File: src/rtl/pc_ctrl.sv
// Program-counter sequencer for the pico core.
// Holds the PC, a small return-address stack and the RUN/WAIT/HALT state machine.
module pc_ctrl #(
    parameter int PC_W        = 8,
    parameter int OFF_W       = 8,
    parameter int STACK_DEPTH = 4
) (
    input  logic             clk_i,
    input  logic             rst_i,
    input  logic [1:0]       mode_pc_i,
    input  logic [OFF_W-1:0] offset_i,
    input  logic [PC_W-1:0]  target_i,
    input  logic             halt_core_i,
    input  logic             wfi_core_i,
    input  logic             ext_int_i,
    output logic [PC_W-1:0]  pc_o,
    output logic             run_o,
    output logic             waiting_o,
    output logic             halted_o,
    output logic             stack_ovf_o,
    output logic             stack_unf_o
);

    localparam int SP_W  = $clog2(STACK_DEPTH);
    localparam int EXT_W = (PC_W > OFF_W) ? PC_W : OFF_W;

    typedef enum logic [1:0] {MODE_INC, MODE_REL, MODE_SUB, MODE_RET} mode_t;
    typedef enum logic [1:0] {ST_RUN, ST_WAIT, ST_HALT} state_t;

    state_t          state_q, state_d;
    logic [PC_W-1:0] pc_q, pc_d;
    logic [SP_W:0]   sp_q, sp_d;
    logic            ovf_q, ovf_d;
    logic            unf_q, unf_d;
    logic            push;

    logic [PC_W-1:0] stack_q [STACK_DEPTH];

    logic [PC_W-1:0]  pc_inc;
    logic [EXT_W-1:0] off_ext;
    logic [SP_W-1:0]  sp_top;
    logic             stack_full;
    logic             stack_empty;

    assign pc_inc      = pc_q + PC_W'(1);
    assign off_ext     = EXT_W'($signed(offset_i));
    // Top-of-stack index; wraps correctly when the stack is full.
    assign sp_top      = sp_q[SP_W-1:0] - SP_W'(1);
    assign stack_full  = (sp_q == (SP_W+1)'(STACK_DEPTH));
    assign stack_empty = (sp_q == '0);

    always_comb begin
        state_d = state_q;
        pc_d    = pc_q;
        sp_d    = sp_q;
        ovf_d   = ovf_q;
        unf_d   = unf_q;
        push    = 1'b0;
        case (state_q)
            ST_RUN: begin
                if (halt_core_i) begin
                    state_d = ST_HALT;
                end else if (wfi_core_i) begin
                    state_d = ST_WAIT;
                end else begin
                    case (mode_pc_i)
                        MODE_INC: pc_d = pc_inc;
                        MODE_REL: pc_d = pc_q + off_ext[PC_W-1:0];
                        MODE_SUB: begin
                            if (stack_full) begin
                                ovf_d   = 1'b1;
                                state_d = ST_HALT;
                            end else begin
                                push = 1'b1;
                                sp_d = sp_q + (SP_W+1)'(1);
                                pc_d = target_i;
                            end
                        end
                        default: begin
                            if (stack_empty) begin
                                pc_d  = '0;
                                unf_d = 1'b1;
                            end else begin
                                sp_d = sp_q - (SP_W+1)'(1);
                                pc_d = stack_q[sp_top];
                            end
                        end
                    endcase
                end
            end
            ST_WAIT: begin
                if (ext_int_i) begin
                    pc_d    = pc_inc;
                    state_d = ST_RUN;
                end
            end
            default: ;
        endcase
    end

    always_ff @(posedge clk_i) begin
        if (rst_i) begin
            state_q <= ST_RUN;
            pc_q    <= '0;
            sp_q    <= '0;
            ovf_q   <= 1'b0;
            unf_q   <= 1'b0;
        end else begin
            state_q <= state_d;
            pc_q    <= pc_d;
            sp_q    <= sp_d;
            ovf_q   <= ovf_d;
            unf_q   <= unf_d;
        end
    end

    // Stack contents are don't-care after reset; only the pointer is cleared.
    always_ff @(posedge clk_i) begin
        if (push && !rst_i) begin
            stack_q[sp_q[SP_W-1:0]] <= pc_inc;
        end
    end

    assign pc_o        = pc_q;
    assign run_o       = (state_q == ST_RUN);
    assign waiting_o   = (state_q == ST_WAIT);
    assign halted_o    = (state_q == ST_HALT);
    assign stack_ovf_o = ovf_q;
    assign stack_unf_o = unf_q;

endmodule

File: config.mk
export PLATFORM = sky130hd
export DESIGN_NAME = pc_ctrl
export DESIGN_NICKNAME = d
export VERILOG_FILES = /design/src/rtl/pc_ctrl.sv
export SDC_FILE = /design/constraint.sdc
export NUM_CORES = 1
export LEC_CHECK = 0
export ABC_CLOCK_PERIOD_IN_PS = 5160
export CORE_AREA = 4 4 88 90
export CTS_BUF_LIST = sky130_fd_sc_hd__clkbuf_8
export CTS_CLUSTER_SIZE = 12
export DETAILED_ROUTE_END_ITERATION = 8
export DIE_AREA = 0 0 92 94
export RECOVER_POWER = 25
export SLEW_MARGIN = 25
export SYNTH_ARGS = -nofsm -noshare
export SYNTH_HDL_FRONTEND = slang
export SYNTH_SLANG_ARGS = --single-unit
File: constraint.sdc
create_clock -name clk_i -period 5.16 [get_ports clk_i]
set_clock_uncertainty 0.05 [all_clocks]
set_input_delay 1.032 -clock clk_i [delete_from_list [all_inputs] [get_ports clk_i]]
set_output_delay 1.032 -clock clk_i [all_outputs]
set_load 0.05 [all_outputs]
# Word level (Yosys, flattened, before mapping)
# Memory sizes are Yosys's and may differ from the RTL's.
# Cells that the tools add are included.
# W data, S select, Z words.
[classes] add_sub_neg=5 multipliers=0 div_mod_pow=0 n_lt_le_gt_ge=0 eq_ne=13 n_shift=0 mux=23 bitwise_logic=4 reduce_logical=13
[op_table] op="$mux W8" count=5
[op_table] op="$pmux W8 S3" count=1
[op_table] op="$pmux W8 S2" count=1
[op_table] op="$reduce_and A5 Y1" count=3
[op_table] op="$mux W2" count=5
[op_table] op="$add A8 B1 Y8 const B" count=1
[op_table] op="$add A8 B8 Y8" count=1
[op_table] op="$ne A2 B2 Y1 const B" count=4
[op_table] op="$ne A4 B3 Y1 const B" count=2
[op_table] op="$mux W1" count=7
[op_table] op="$mux W3" count=2
[op_table] op="$pmux W3 S2" count=1
[op_table] op="$reduce_and A6 Y1" count=1
[op_table] op="$eq A2 B1 Y1 const B" count=2
[op_table] op="$eq A2 B2 Y1 const B" count=2
[op_table] op="$logic_not A2 Y1" count=2
[op_table] op="$not A1 Y1" count=4
[op_table] op="$pmux W2 S2" count=1
[op_table] op="$reduce_and A4 Y1" count=1
[op_table] op="$add A3 B1 Y3 const B" count=1
[op_table] op="$eq A3 B3 Y1 const B" count=1
[op_table] op="$logic_not A3 Y1" count=1
[op_table] op="$ne A3 B3 Y1 const B" count=1
[op_table] op="$reduce_or A3 Y1" count=1
[op_table] op="other kinds (7)" count=7
[word_totals] regBits=15 latch_bits=0 mem_bits_rw=32 rom_bits=0 in_bits=23 output_inout_bits=13 elab_cells=64 mem_count=1
[mem_list] memory="stack_q" depth=4 width=8 read_ports=1 rd_ports_with_merged_regs=0 write_ports=1 line_no="37" source="logic [PC_W-1:0] stack_q [STACK_DEPTH];"

# Longest topological paths before layout
[logic_depth] depth_word=9 ltp_mapped=9 depth_no_buf=7

# Worst setup path before layout
# OpenSTA, ideal clock, no wires.
[synth_path] path_type="input-to-reg" start="input offset_i[0]" end="register pc_q[6] (netlist: pc_o[6])" setup_time_ns=0.117 t_arrival_ns=2.547 required_time_ns=4.993 setup_slack_ns=2.445 path_stages=7 path_buffers=0 cell_sequence="ha_1 -> fa_1 -> a211o_1 -> o21a_1 -> a41oi_1 -> o211ai_1 -> a32o_1"
[synth_via] elab_chain_cells=5
[synth_rtl] item="from (decl)" line_no="11" source="input logic [OFF_W-1:0] offset_i,"
[synth_rtl] item="$add A8 B8 Y8" line_no="68" source="MODE_REL: pc_d = pc_q + off_ext[PC_W-1:0];"
[synth_rtl] item="$pmux W8 S3" line_no="66" source="case (mode_pc_i)"
[synth_rtl] item="$mux W8" line_no="63" source="end else if (wfi_core_i) begin"
[synth_rtl] item="$mux W8" line_no="61" source="if (halt_core_i) begin"
[synth_rtl] item="$pmux W8 S2" line_no="59" source="case (state_q)"
[synth_rtl] item="to (signal assigned)" line_no="110" source="pc_q <= pc_d;"
[synth_rtl] item="to (decl)" line_no="31" source="logic [PC_W-1:0] pc_q, pc_d;"
# Every way passes these cells. The select of a mux whose other input is x is not followed.
# A chain may end at the register's enable or synchronous reset.

# Worst setup path in the final report
[layout_path] start="input mode_pc_i[0]" end="register sp_q[2]"
[layout_via] elab_chain_cells=4 word_cells_on_any_way=9 cone_classes="eq/ne: 4; mux: 1; bitwise: 1; reduce/logical: 3"
[layout_rtl] item="from (decl)" line_no="10" source="input logic [1:0] mode_pc_i,"
[layout_rtl] item="$eq A2 B1 Y1 / $logic_not A2 Y1 (equally long branches)" line_no="66"
[layout_rtl] item="$reduce_or A2 Y1 (no line)"
[layout_rtl] item="$not A1 Y1 (no line)"
[layout_rtl] item="$reduce_and A6 Y1 (no line)"
[layout_rtl] item="to (signal assigned)" line_no="111" source="sp_q <= sp_d;"
[layout_rtl] item="to (decl)" line_no="32" source="logic [SP_W:0] sp_q, sp_d;"
# Several ways; a longest one is shown, not always the timed one.

==> reports/qor.csv <==
stage,metric,value,unit
cts,clock_path_buffers,2,
yosys,synthCells,230,
yosys,syn_area,0.002668,mm^2
final_layout,final_common_cell,clkdlybuf4s50_1,
power,power.share.clock,33.2,%
cts,ctsResizeCount,0,
global_route,grt_pass1_wl,10200,um
routing,wl,6313,um
cts,cts_tree,yes,
yosys,synth-async-reset-ratio,0,%
yosys,ys.flop_type,edfxtp_1,
placement,dp.final_hpwl,4663,um
cts,clock_latency,0.31,ns
placement,gp_congestion,0.7972,
sta,finalHoldViolCount,0,
setup_path,crit_chain,"clkdlybuf4s50_1, nor2b_1, inv_1, fa_1, xnor2_1, or3_1, a21oi_1",
setup_path,arrival,3.51,ns
power,p_leak,1.151,nW
power,sw_frac_of_total,27.48,%
power,comb_power_share,17.7,%
power,p_per_area,267.1,mW/mm^2
setup_path,critical_path_class,in -> reg,
power,p_int,0.0006228,W
routing,drt-initial-drc-count,109,
yosys,yosysSeqAreaShare,47.28,%
setup_path,path_max_fanout,14,
cts,cts.reportedPaths.clkPinSlew,0.09,ns
setup_path,critPathRequiredTime,5.35,ns
global_route,grt_use_total,15.40,%
outcome,outcome,completed,
die,start_util,37.79,%
sta,setup_ws,1.838,ns
sta,whs,0.4557,ns
sta,finalSetupTns,0,ns
setup_path,cp-start-kind,input port,
sta,finalSetupViolations,0,
setup_path,path_delay_family,simple AND/OR/NAND/NOR gates,
sta,tightestPinTransition,0.7502,ns
final_layout,layout_common_cells,"clkdlybuf4s50_1 (34), edfxtp_1 (32), a21oi_1 (17), dfxtp_1 (15)",
sta,timing.fmax,0.3010,GHz
final_layout,drive_gt1_share,9.811,%
setup_path,cp_slowest_cell,clkdlybuf4s50_1,
sta,final.min_clock_period,3.322,ns
final_layout,fin_nets,301,
power,switchingPower,0.0002360,W
global_route,globalRouteOverflowTotal,0,
setup_path,max_stage_delay,0.66,ns
routing,dr.pass1.iters,4,
final_layout,register_area,0.001261,mm^2
routing,wire_per_inst,17.34,um
final_layout,multi_input_area,0.001308,mm^2
power,peakVddDrop,0.1184,mV
die,core_region_area,0.007059,mm^2
yosys,ys_warn_count,0,
power,pwr-share-seq,49.1,%
global_route,grt_max_degree,17,
sta,slew_headroom,49.92,%
global_route,antenna_found_initial,0,
die,fp.dieArea,0.008648,mm^2
yosys,syn_nets,267,
cts,cts_sinks,47,
die,die_w,92,um
sta,rsz0062_at_grt,no,
die,rows,31,
placement,dp.cells,356,
final_layout,area_growth,20.54,%
setup_path,worstSetupEndpointType,flop,
yosys,syn_area_per_cell,11.60,um^2
final_layout,n_antenna_cell,0,
cts,ctsHoldBuffers,0,
cts,cts-htree-levels,2,
cts,post-cts-setup-buffers,0,
yosys,synth_enable_flop_cells,32,
routing,drc,0,
routing,ant_nets,0,
cts,cts.root.buffer_cell,clkbuf_8,
final_layout,stdcell_count,364,
routing,vias,1935,
hold_path,hold_class,reg -> reg,
final_layout,fill_cells,680,
job,cap_violations,0,
placement,port_buffers,35,
yosys,yosysUniqueCellTypes,50,
sta,slew_violations,0,
global_route,grt_pass1_vias,1885,
die,pin_count,36,
routing,via_per_inst,5.316,
placement,dpl_worst_slack,1.515,ns
cts,cts_made_buffers,5,
die,die_h,94,um
setup_path,crit_buf_inv,2,
sta,min_period_over_period,64.38,%
yosys,synth-seq-cells,47,
cell type report:
class	instances	area share, %
Multi-Input combinational cell	161	40.66
Sequential cell	47	39.22
Timing Repair Buffer	36	11.13
Tap cell	99	3.852
Clock buffer	5	2.140
Inverter	13	1.518
Clock inverter	3	1.479
tightest hold or removal path: cells and delay by family (launching register included):
family	cells	cell delay, ns
and+or+nand+nor	1	0.07
AOI/OAI and AO/OA	1	0.05
DFF	1	0.36
power by group through the flow:
stage	registers [W]	clock network, W	logic [W]
finish	0.000422	0.000285	0.000152
global placement	0.000430	0	0.000152
CTS	0.000422	0.000293	0.000153
detailed placement	0.000430	0	0.000153
global route	0.000423	0.000302	0.000167
floorplan	0.000438	0	0.0000888
path summary, 6_finish.rpt:
| path | start | to | slack, ns | cells after the start |
|---|---|---|---|---|
| max | mode_pc_i[0] | sp_q[2]$_SDFFE_PP0P_ | 1.84 | 7 |
| min | stack_unf_o$_SDFFE_PP0P_ | stack_unf_o$_SDFFE_PP0P_ | 0.46 | 2 |
| max reg2reg | sp_q[0]$_SDFFE_PP0P_ | pc_o[4]$_SDFFE_PP0P_ | 2.31 | 6 |
| min reg2reg | stack_unf_o$_SDFFE_PP0P_ | stack_unf_o$_SDFFE_PP0P_ | 0.46 | 2 |
kinds of logic (layout without fill, tap and decap cells):
kind of cell	Yosys count	count (layout)	synth area share, %
buf+inv	22	57	3.705
xor+xnor	12	12	3.940
fa+ha+maj	14	14	7.129
compound gates	59	59	15.71
flops	47	47	47.28
mux	13	13	8.630
simple gates	63	63	13.60
flip-flops by register name, summed over array words and instances, names as in the netlist:
register / cells
pc_o: 8
sp_q: 3
stack_ovf_o: 1
stack_q: 32
stack_unf_o: 1
state_q: 2
synth_stat cells, drive strengths merged, types with 5 or more instances:
library cell,n,area (um^2)
edfxtp,32,960.9
nand2,8,30.03
nor2b,6,37.54
nor2,13,51.30
buf,5,35.02
inv,13,48.79
dfxtp,15,300.3
a21oi,17,85.08
nand2b,6,37.54
xnor2,8,70.07
and3,6,37.54
mux2i,5,50.05
nand3,6,35.03
mux4,8,180.2
ha,12,150.1
and2,5,31.28
o21ai,12,60.05
layer usage:
layer	up-vias	track usage (%)	wire length [um]
li1	936	-	-
met1	940	20.89	2904
met2	49	24.45	3011
met3	10	3.205	251
met4	0	5.446	145
met5	-	0	0
stage by stage:
step           total power, W  utilization [%]  area, um^2
4_1_cts             0.0008675            45.55        3216
3_5_place_dp        0.0005827            43.90        3099
6_report            0.0008588            45.55        3216
2_1_floorplan       0.0005268                -        2668
3_3_place_gp        0.0005823            43.90        3099
5_1_grt             0.0008922            45.55        3216
Power figures use the tool's default switching activity.
